[src/rtl/bin2rns_lut_2_if.sv]
// Bus bundle for the binary-to-RNS forward converter: input word, four
// moduli, four weight tables and the four registered residues.
interface bin2rns_lut_2_if #(
    parameter int unsigned WIDTH    = 32,
    parameter int unsigned MOD_SIZE = 3
);
    localparam int unsigned MOD_W = MOD_SIZE + 1;
    localparam int unsigned LUT_W = MOD_SIZE * WIDTH;

    logic [WIDTH-1:0]    n;
    logic [MOD_W-1:0]    mod_1;
    logic [MOD_W-1:0]    mod_2;
    logic [MOD_W-1:0]    mod_3;
    logic [MOD_W-1:0]    mod_4;
    logic [LUT_W-1:0]    lut_1;
    logic [LUT_W-1:0]    lut_2;
    logic [LUT_W-1:0]    lut_3;
    logic [LUT_W-1:0]    lut_4;
    logic [MOD_SIZE-1:0] out_mod_1;
    logic [MOD_SIZE-1:0] out_mod_2;
    logic [MOD_SIZE-1:0] out_mod_3;
    logic [MOD_SIZE-1:0] out_mod_4;

    // Source of the word, moduli and tables; sink of the residues.
    modport master (
        output n, mod_1, mod_2, mod_3, mod_4, lut_1, lut_2, lut_3, lut_4,
        input  out_mod_1, out_mod_2, out_mod_3, out_mod_4
    );

    // Converter side.
    modport slave (
        input  n, mod_1, mod_2, mod_3, mod_4, lut_1, lut_2, lut_3, lut_4,
        output out_mod_1, out_mod_2, out_mod_3, out_mod_4
    );
endinterface

[src/rtl/bin2rns_lut_2.sv]
// Binary-to-RNS forward converter: four independent channels, each summing
// the table weights of the set bits of n and reducing modulo its runtime
// modulus. One registered result per clock, latency one cycle.
module bin2rns_lut_2 #(
    parameter int unsigned WIDTH    = 32,
    parameter int unsigned MOD_SIZE = 3
) (
    input  logic            clk,
    input  logic            reset,
    bin2rns_lut_2_if.slave  bus
);
    localparam int unsigned N_MOD   = 4;
    localparam int unsigned MOD_W   = MOD_SIZE + 1;
    localparam int unsigned LUT_W   = MOD_SIZE * WIDTH;
    localparam int unsigned MOD_MAX = 1 << MOD_SIZE;
    localparam int unsigned SUM_MAX = WIDTH * (MOD_MAX - 1);
    localparam int unsigned SUM_W   = $clog2(SUM_MAX + 1);
    // Remainder before a compare/subtract step is < 2*m <= 2*MOD_MAX.
    localparam int unsigned REM_W   = MOD_SIZE + 2;

    logic [MOD_W-1:0]    mod_c     [N_MOD];
    logic [LUT_W-1:0]    lut_c     [N_MOD];
    logic [MOD_SIZE-1:0] out_mod_d [N_MOD];
    logic [MOD_SIZE-1:0] out_mod_q [N_MOD];

    // Sum of the weights of all set bits; the MSB slice already carries the
    // negative two's-complement weight, so signed inputs need nothing extra.
    function automatic logic [SUM_W-1:0] weight_sum(
        input logic [WIDTH-1:0] v,
        input logic [LUT_W-1:0] lut
    );
        logic [SUM_W-1:0] s;
        s = '0;
        for (int unsigned j = 0; j < WIDTH; j++) begin
            if (v[j]) begin
                s = s + SUM_W'(lut[MOD_SIZE*j +: MOD_SIZE]);
            end
        end
        return s;
    endfunction

    // Restoring remainder of s by m; exact for any table entry value, so
    // entries that are not pre-reduced below m still give the right residue.
    function automatic logic [MOD_SIZE-1:0] reduce(
        input logic [SUM_W-1:0] s,
        input logic [MOD_W-1:0] m
    );
        logic [REM_W-1:0] r;
        logic [REM_W-1:0] m_ext;
        r     = '0;
        m_ext = REM_W'(m);
        for (int i = int'(SUM_W) - 1; i >= 0; i--) begin
            r = {r[REM_W-2:0], s[i]};
            if (r >= m_ext) begin
                r = r - m_ext;
            end
        end
        return MOD_SIZE'(r);
    endfunction

    // A modulus outside [2, 2**MOD_SIZE] forces that channel to zero.
    function automatic logic mod_legal(input logic [MOD_W-1:0] m);
        return (m >= MOD_W'(2)) && (m <= MOD_W'(MOD_MAX));
    endfunction

    // Gather the per-channel bus fields into arrays.
    always_comb begin
        mod_c[0] = bus.mod_1;
        mod_c[1] = bus.mod_2;
        mod_c[2] = bus.mod_3;
        mod_c[3] = bus.mod_4;
        lut_c[0] = bus.lut_1;
        lut_c[1] = bus.lut_2;
        lut_c[2] = bus.lut_3;
        lut_c[3] = bus.lut_4;
    end

    // Next residue of every channel.
    always_comb begin
        for (int k = 0; k < int'(N_MOD); k++) begin
            out_mod_d[k] = '0;
            if (mod_legal(mod_c[k])) begin
                out_mod_d[k] = reduce(weight_sum(bus.n, lut_c[k]), mod_c[k]);
            end
        end
    end

    // Result registers, cleared asynchronously by the active-low reset.
    always_ff @(posedge clk or negedge reset) begin
        if (!reset) begin
            for (int k = 0; k < int'(N_MOD); k++) begin
                out_mod_q[k] <= '0;
            end
        end else begin
            for (int k = 0; k < int'(N_MOD); k++) begin
                out_mod_q[k] <= out_mod_d[k];
            end
        end
    end

    assign bus.out_mod_1 = out_mod_q[0];
    assign bus.out_mod_2 = out_mod_q[1];
    assign bus.out_mod_3 = out_mod_q[2];
    assign bus.out_mod_4 = out_mod_q[3];

endmodule

[src/flat_wrapper.sv]
// flat-port wrapper written by rule: the top's interface ports become plain ports
module bin2rns_lut_2_flat 
#(
    parameter int unsigned WIDTH    = 32,
    parameter int unsigned MOD_SIZE = 3
)
  (clk, reset, bus_n, bus_mod_1, bus_mod_2, bus_mod_3, bus_mod_4, bus_lut_1, bus_lut_2, bus_lut_3, bus_lut_4, bus_out_mod_1, bus_out_mod_2, bus_out_mod_3, bus_out_mod_4);
  bin2rns_lut_2_if #(.WIDTH(WIDTH), .MOD_SIZE(MOD_SIZE)) bus_i ();
  input  logic clk;
  input  logic reset;
  input wire logic [$bits(bus_i.n)-1:0] bus_n;
  input wire logic [$bits(bus_i.mod_1)-1:0] bus_mod_1;
  input wire logic [$bits(bus_i.mod_2)-1:0] bus_mod_2;
  input wire logic [$bits(bus_i.mod_3)-1:0] bus_mod_3;
  input wire logic [$bits(bus_i.mod_4)-1:0] bus_mod_4;
  input wire logic [$bits(bus_i.lut_1)-1:0] bus_lut_1;
  input wire logic [$bits(bus_i.lut_2)-1:0] bus_lut_2;
  input wire logic [$bits(bus_i.lut_3)-1:0] bus_lut_3;
  input wire logic [$bits(bus_i.lut_4)-1:0] bus_lut_4;
  output wire logic [$bits(bus_i.out_mod_1)-1:0] bus_out_mod_1;
  output wire logic [$bits(bus_i.out_mod_2)-1:0] bus_out_mod_2;
  output wire logic [$bits(bus_i.out_mod_3)-1:0] bus_out_mod_3;
  output wire logic [$bits(bus_i.out_mod_4)-1:0] bus_out_mod_4;
  assign bus_i.n = bus_n;
  assign bus_i.mod_1 = bus_mod_1;
  assign bus_i.mod_2 = bus_mod_2;
  assign bus_i.mod_3 = bus_mod_3;
  assign bus_i.mod_4 = bus_mod_4;
  assign bus_i.lut_1 = bus_lut_1;
  assign bus_i.lut_2 = bus_lut_2;
  assign bus_i.lut_3 = bus_lut_3;
  assign bus_i.lut_4 = bus_lut_4;
  assign bus_out_mod_1 = bus_i.out_mod_1;
  assign bus_out_mod_2 = bus_i.out_mod_2;
  assign bus_out_mod_3 = bus_i.out_mod_3;
  assign bus_out_mod_4 = bus_i.out_mod_4;
  bin2rns_lut_2 #(.WIDTH(WIDTH), .MOD_SIZE(MOD_SIZE)) u_core (.clk(clk), .reset(reset), .bus(bus_i));
endmodule
[config.mk]
export PLATFORM = sky130hd
export DESIGN_NAME = bin2rns_lut_2_flat
export DESIGN_NICKNAME = d
export VERILOG_FILES = /design/src/rtl/bin2rns_lut_2_if.sv /design/src/rtl/bin2rns_lut_2.sv /design/src/flat_wrapper.sv
export SDC_FILE = /design/constraint.sdc
export NUM_CORES = 1
export LEC_CHECK = 0
export BUFFER_PORTS_ARGS = -buffer_cell sky130_fd_sc_hd__clkbuf_2
export CAP_MARGIN = 5
export CORE_MARGIN = 1
export CORE_UTILIZATION = 68
export CTS_BUF_LIST = sky130_fd_sc_hd__clkbuf_4 sky130_fd_sc_hd__clkbuf_8 sky130_fd_sc_hd__clkbuf_16
export DETAILED_ROUTE_END_ITERATION = 6
export PLACE_DENSITY = 0.91
export SYNTH_ARGS = -nofsm -noshare
export SYNTH_HDL_FRONTEND = slang
export SYNTH_SLANG_ARGS = --single-unit
[constraint.sdc]
create_clock -name clk -period 0.8 [get_ports clk]
set_clock_uncertainty 0.05 [all_clocks]
set_input_delay 0.12 -clock clk [delete_from_list [all_inputs] [get_ports clk]]
set_output_delay 0.12 -clock clk [all_outputs]
set_load 0.02 [all_outputs]
==> impl_metrics.env, run 1 <==
export IMPL_outcome="did not finish"
export IMPL_haltStage="detailed placement"
export IMPL_stop_error="[ERROR DPL-0038] Utilization greater than 100%, impossible to legalize"
export IMPL_seq_area_frac_synth_pct=0.806
export IMPL_die_h_um=236
export IMPL_gp_congestion=1.06
export IMPL_synth_compound_area_share_pct=22.2
export IMPL_synth_xor_area_share_pct=17.1
export IMPL_dieWidth_um=236
export IMPL_synth_seq_cells=12
export IMPL_avgSynthCellArea_um2=7.52
export IMPL_pin_count=446
export IMPL_synth_edf_count=0
export IMPL_synthCells=4957
export IMPL_syn_num_nets=6031
export IMPL_start_util_pct=69.0
export IMPL_synth_fa_ha_area_share_pct=24.8
export IMPL_synth_top_family_by_area="adder cells"
export IMPL_synth_async_reset_ratio_pct=100
export IMPL_synth_main_ff_cell="dfrtp_1"
export IMPL_yosys_area_share_simple_pct=18.8
export IMPL_ys_types=112
export IMPL_syn_cell_area_um2=37300
export IMPL_num_rows=85
export IMPL_synthMuxAreaShare_pct=9.74
export IMPL_yosysWarnings=0
export IMPL_port_buffers=445
-- logic make-up after synthesis --
logic type / Yosys count
simple gates: 1429
compound gates: 1315
fa+ha+maj: 653
buf+inv: 643
xor+xnor: 568
mux: 337
flops: 12
-- metrics by stage --
| step | TNS (ps) | cells | setup WS, ps | cell area, um^2 | hold WS (ps) |
|---|---|---|---|---|---|
| 2_1_floorplan | -378780 | 4957 | -31860 | 38300 | -226 |
| 3_3_place_gp | -381150 | 7730 | -32020 | 54100 | -3.82 |
-- Yosys cell counts (10+ instances only) --
library cell / n / area (um^2)
a211oi_1: 32 / 240
nand2b_1: 76 / 475
a22oi_1: 22 / 165
xnor3_1: 46 / 1040
a31oi_1: 34 / 213
o21bai_1: 10 / 75.1
mux2i_1: 142 / 1420
nor3b_1: 12 / 90.1
fa_1: 148 / 2960
xor2_1: 125 / 1090
xnor2_1: 335 / 2930
nor2_1: 371 / 1390
o21ai_0: 390 / 1950
nor2b_1: 260 / 1630
o221ai_1: 10 / 87.6
maj3_1: 13 / 130
nor3_1: 100 / 500
xnor2_2: 21 / 342
xor3_1: 12 / 285
nand2_1: 362 / 1360
o211ai_1: 42 / 315
nand3_1: 61 / 305
o31ai_1: 22 / 165
and2_1: 28 / 175
mux2_2: 189 / 2130
or3_1: 21 / 131
a21o_1: 109 / 818
inv_1: 520 / 1950
nand4_1: 10 / 62.6
o21ai_1: 43 / 215
nor4_1: 28 / 175
dfrtp_1: 12 / 300
a21oi_1: 322 / 1610
o21a_1: 68 / 510
clkbuf_1: 101 / 379
o22ai_1: 39 / 244
and3_1: 30 / 188
ha_1: 492 / 6160
a211o_1: 18 / 158
or2_2: 19 / 119
==> inputs of run 2 (changes only) <==
- CORE_UTILIZATION: 68 -> 40
- CTS_BUF_LIST: sky130_fd_sc_hd__clkbuf_4 sky130_fd_sc_hd__clkbuf_8 sky130_fd_sc_hd__clkbuf_16 -> default
- PLACE_DENSITY: 0.91 -> default
- PLACE_DENSITY_LB_ADDON: default -> 0.15
==> run 2 against run 1 <==
  * The flow now finishes, with violations (setup timing)
  * Synthesized cell count stayed put
  * Synthesized area stayed put
==> impl_metrics.env, run 2 <==
export IMPL_core_area_um2=91900
export IMPL_setup_worst_path_start_class="input port"
export IMPL_num_rows=111
export IMPL_route_detailed_drc=0
export IMPL_hp_class="in2async"
export IMPL_setup_violations=24
export IMPL_htreeDepth=1
export IMPL_grt_max_degree=33
export IMPL_grt_usage_pct=27.2
export IMPL_hold_viol=0
export IMPL_fin_area_um2=58400
export IMPL_vias=43500
export IMPL_min_period_ps=33150
export IMPL_avgSynthCellArea_um2=7.52
export IMPL_firstDrtPassIters=6
export IMPL_cts_sinks=12
export IMPL_die_area_um2=94400
export IMPL_wire_per_inst_um=15.4
export IMPL_pin_count=446
export IMPL_numCtsBuffers=3
export IMPL_grt_pass1_wl_um=211000
export IMPL_die_h_um=307
export IMPL_postLayoutCoreUtil_pct=63.6
export IMPL_synth_main_ff_cell="dfrtp_1"
export IMPL_antenna_left=0
export IMPL_synthCells=4957
export IMPL_antenna_found_initial=4
export IMPL_slew_headroom_pct=49.0
export IMPL_ys_types=112
export IMPL_yosysWarnings=0
export IMPL_criticalPathCategory="in2reg"
export IMPL_seq_area_frac_synth_pct=0.806
export IMPL_syn_to_final_growth_pct=56.8
export IMPL_tritoncts="yes"
export IMPL_syn_cell_area_um2=37300
export IMPL_start_util_pct=40.5
export IMPL_drive_above_1_share_pct=43.7
export IMPL_postPlaceCellArea_um2=55400
export IMPL_grt_pass1_vias=43700
export IMPL_cp_arrival_ps=33280
export IMPL_drv_cap=0
export IMPL_rsz0062_at_grt="yes"
export IMPL_synth_seq_cells=12
export IMPL_slew_viol_final=0
export IMPL_synth_edf_count=0
export IMPL_synth_top_cell_by_area="ha_1"
export IMPL_dp_hpwl_um=114000
export IMPL_setup_ws_ps=-32350
export IMPL_initialDrtViolationCount=1866
export IMPL_end_kind="flop"
export IMPL_slowest_delay_ps=540
export IMPL_crit_top_cell="fa_1"
export IMPL_synth_most_common_cell="inv_1"
export IMPL_synth_common_cells="inv_1 (520), ha_1 (492), o21ai_0 (390)"
export IMPL_fin_hold_ws_ps=273
export IMPL_synth_top_area_share_pct=16.5
export IMPL_gp_congestion=0.927
export IMPL_routed_wl_um=132000
export IMPL_final_common_cell="buf_4"
export IMPL_dieWidth_um=307
export IMPL_clockBufferDepth=2
export IMPL_violations="setup timing"
export IMPL_worst_pin_slew_ps=760
export IMPL_port_buffers=445
export IMPL_critPathMaxFanout=4
export IMPL_fin_crit_sh_pct=4140
export IMPL_slowest_stage="fa_2"
export IMPL_yosys_top_cells_area="ha_1 (17%), fa_1 (8.0%), xnor2_1 (7.9%), mux2_2 (5.7%), inv_1 (5.2%)"
export IMPL_synth_async_reset_ratio_pct=100
export IMPL_required_ps=920
export IMPL_timing_fmax_mhz=30.2
export IMPL_root_buffer="clkbuf_16"
export IMPL_fin_nets=8419
export IMPL_vias_per_cell=5.06
export IMPL_clkTransAtPathRegs_ps=40
export IMPL_final_cell_mix="buf_4 (2041), inv_1 (484), ha_1 (444)"
export IMPL_outcome="finished, violations left"
export IMPL_syn_num_nets=6031
export IMPL_grt_overflow_total=0
run 2: kinds of logic after synthesis:
family	after synthesis	synth area share (%)
XOR/XNOR	568	17.1
adder cells (fa/ha/maj)	653	24.8
buffers and inverters	643	6.54
AO/OA/AOI/OAI	1315	22.2
multiplexers	337	9.74
flip-flops	12	0.806
AND/OR/NAND/NOR	1429	18.8
run 2: per-layer routing:
layer / track usage [%] / routed length (um) / vias up
met5: 0 / 0 / -
met4: 7.31 / 4100 / 0
met3: 1.26 / 4190 / 189
met2: 51.5 / 67000 / 745
met1: 33.0 / 56800 / 20300
li1: - / - / 22200
run 2: final timing paths:
kind	startpoint	to	slack, ps	cells after the start
max	bus_n[0]	u_core.bus.out_mod_4[0]	-32350	176
max in group asynchronous	reset	u_core.bus.out_mod_4[2]	150	2
min in group clk	bus_mod_1[3]	u_core.bus.out_mod_1[2]	280	4
min	reset	u_core.bus.out_mod_1[2]	270	2
run 2: layout make-up:
cell class	instances	area, um^2
Multi-Input combinational cell	4302	36600
Clock buffer	3	75.1
Tap cell	1243	1560
Timing Repair Buffer	2500	17900
Sequential cell	12	300
Fill cell	8244	33500
Inverter	526	1980
Antenna cell	3	7.51
run 2: metrics by stage:
step	setup slack, ps	setup TNS (ps)	cells
floorplan	-31860	-378780	4957
global placement	-32480	-388070	8366
detailed placement	-33480	-396430	8366
CTS	-32260	-383400	8545
global route	-34100	-406630	8588
finish	-32350	-384610	8589
run 2: what timing repair did:
action,4_1_cts,5_1_grt
pin swaps,130,124
gates cloned,1,0
endpoints found under the setup margin,24,24
hold buffers,1,0
gates resized for setup,158,170
endpoints found under the hold margin,12,0
setup buffers,174,42
run 2: worst max-delay path, delay by kind of cell:
family | cells | cell delay (ps)
buffers and inverters | 29 | 2570
multiplexers | 17 | 4150
AND/OR/NAND/NOR | 45 | 4490
adder cells (fa/ha/maj) | 41 | 16010
XOR/XNOR | 1 | 220
AO/OA/AOI/OAI | 43 | 5650
Power of run 2 is left out: the tool's default activity adds up to more than one toggle a clock period on the data nets, which glitch-free logic cannot reach.
==> inputs of run 3 (changes only) <==
- SKIP_LAST_GASP: default -> 1
==> run 3 against run 2 <==
  * The run still ends with setup timing left
  * Cell area about the same
  * Largest cell class unchanged
  * Routed wire length decreased by 0.20%
  * Highest routed layer unchanged
  * Flip-flop and latch count unchanged
  * Critical path type unchanged
  * Sequential share of layout area about the same
==> impl_metrics.env, run 3 (synthesis results as in run 2) <==
export IMPL_firstDrtPassIters=6
export IMPL_vias_per_cell=5.05
export IMPL_numCtsBuffers=3
export IMPL_setup_ws_ps=-32340
export IMPL_wire_per_inst_um=15.3
export IMPL_htreeDepth=1
export IMPL_worst_pin_slew_ps=761
export IMPL_postLayoutCoreUtil_pct=63.5
export IMPL_critical_path_top_delay_family="adder cells"
export IMPL_crit_top_cell="fa_1"
export IMPL_min_period_ps=33140
export IMPL_pin_count=446
export IMPL_antenna_found_initial=4
export IMPL_criticalPathCategory="in2reg"
export IMPL_critPathMaxFanout=6
export IMPL_vias=43400
export IMPL_cp_arrival_ps=33260
export IMPL_drive_above_1_share_pct=43.6
export IMPL_end_kind="flop"
export IMPL_syn_to_final_growth_pct=56.7
export IMPL_timing_fmax_mhz=30.2
export IMPL_port_buffers=445
export IMPL_fin_nets=8420
export IMPL_nFillCells=8246
export IMPL_die_area_um2=94400
export IMPL_grt_usage_pct=27.2
export IMPL_drv_cap=0
export IMPL_outcome="finished, violations left"
export IMPL_setup_worst_path_start_class="input port"
export IMPL_clkTransAtPathRegs_ps=40
export IMPL_final_cell_mix="buf_4 (2043), inv_1 (484), ha_1 (445)"
export IMPL_final_common_cell="buf_4"
export IMPL_multi_input_area_um2=36600
export IMPL_slowest_stage="fa_1"
export IMPL_slew_viol_final=0
export IMPL_grt_pass1_vias=43700
export IMPL_slew_headroom_pct=48.9
export IMPL_hold_viol=0
export IMPL_cts_sinks=12
export IMPL_fin_crit_sh_pct=4140
export IMPL_grt_max_degree=33
export IMPL_hp_class="in2async"
export IMPL_start_util_pct=40.5
export IMPL_initialDrtViolationCount=1884
export IMPL_clockBufferDepth=2
export IMPL_slowest_delay_ps=510
export IMPL_routed_wl_um=132000
export IMPL_rsz0062_at_grt="yes"
export IMPL_required_ps=920
export IMPL_route_detailed_drc=0
export IMPL_root_buffer="clkbuf_16"
export IMPL_register_area_um2=300
export IMPL_violations="setup timing"
export IMPL_gp_congestion=0.927
export IMPL_grt_pass1_wl_um=211000
export IMPL_grt_overflow_total=0
export IMPL_dieWidth_um=307
export IMPL_antenna_left=0
export IMPL_num_rows=111
export IMPL_dp_hpwl_um=114000
export IMPL_core_area_um2=91900
export IMPL_tritoncts="yes"
export IMPL_die_h_um=307
export IMPL_path_buf_inv=30
export IMPL_setup_violations=24
-- run 3: cell count changes in the layout (fill, tap and decap cells not counted), sizes merged --
cell	previous run	this run
buf	2065	2066
diode	3	2
-- run 3: final timing paths --
| check | from | end | slack [ps] | depth (start not counted) |
|---|---|---|---|---|
| setup / recovery | bus_n[0] | u_core.bus.out_mod_4[0] | -32340 | 176 |
| hold / removal | reset | u_core.bus.out_mod_1[2] | 270 | 2 |
| min in group clk | bus_mod_1[3] | u_core.bus.out_mod_1[2] | 270 | 4 |
| max in group asynchronous | reset | u_core.bus.out_mod_4[2] | 160 | 2 |
-- run 3: what timing repair did --
item | 4_1_cts | 5_1_grt
cloned | 1 | 0
pin swaps | 130 | 122
hold buffers | 1 | 0
resized for setup | 152 | 165
endpoints found under the hold margin | 12 | 0
setup endpoints to repair | 24 | 24
setup buffers | 174 | 43
-- run 3: metal layers --
metal | part of all wire, % | vias up | GRT usage [%]
met4 | 3.0 | 0 | 7.25
met3 | 3.0 | 186 | 1.26
met2 | 51 | 716 | 51.5
li1 | - | 22200 | -
met5 | 0 | - | 0
met1 | 43 | 20300 | 33.0
-- run 3: cell type report --
class	count	area share [%]
Timing Repair Buffer	2501	30.6
Clock buffer	3	0.129
Multi-Input combinational cell	4302	62.7
Inverter	526	3.39
Sequential cell	12	0.514
Tap cell	1243	2.66
Antenna cell	2	0.00857
-- run 3: per-stage QoR --
step / area, um^2 / hold WS (ps) / TNS [ps] / cells / worst slack (ps)
floorplan: 38300 / -226 / -378780 / 4957 / -31860
global placement: 55400 / -12.2 / -388070 / 8366 / -32480
detailed placement: 55400 / -10.0 / -396430 / 8366 / -33480
CTS: 57400 / 272 / -383560 / 8545 / -32300
global route: 58400 / 285 / -406730 / 8589 / -34120
finish: 58400 / 272 / -384630 / 8589 / -32340
Power of run 3 is left out for the same reason.
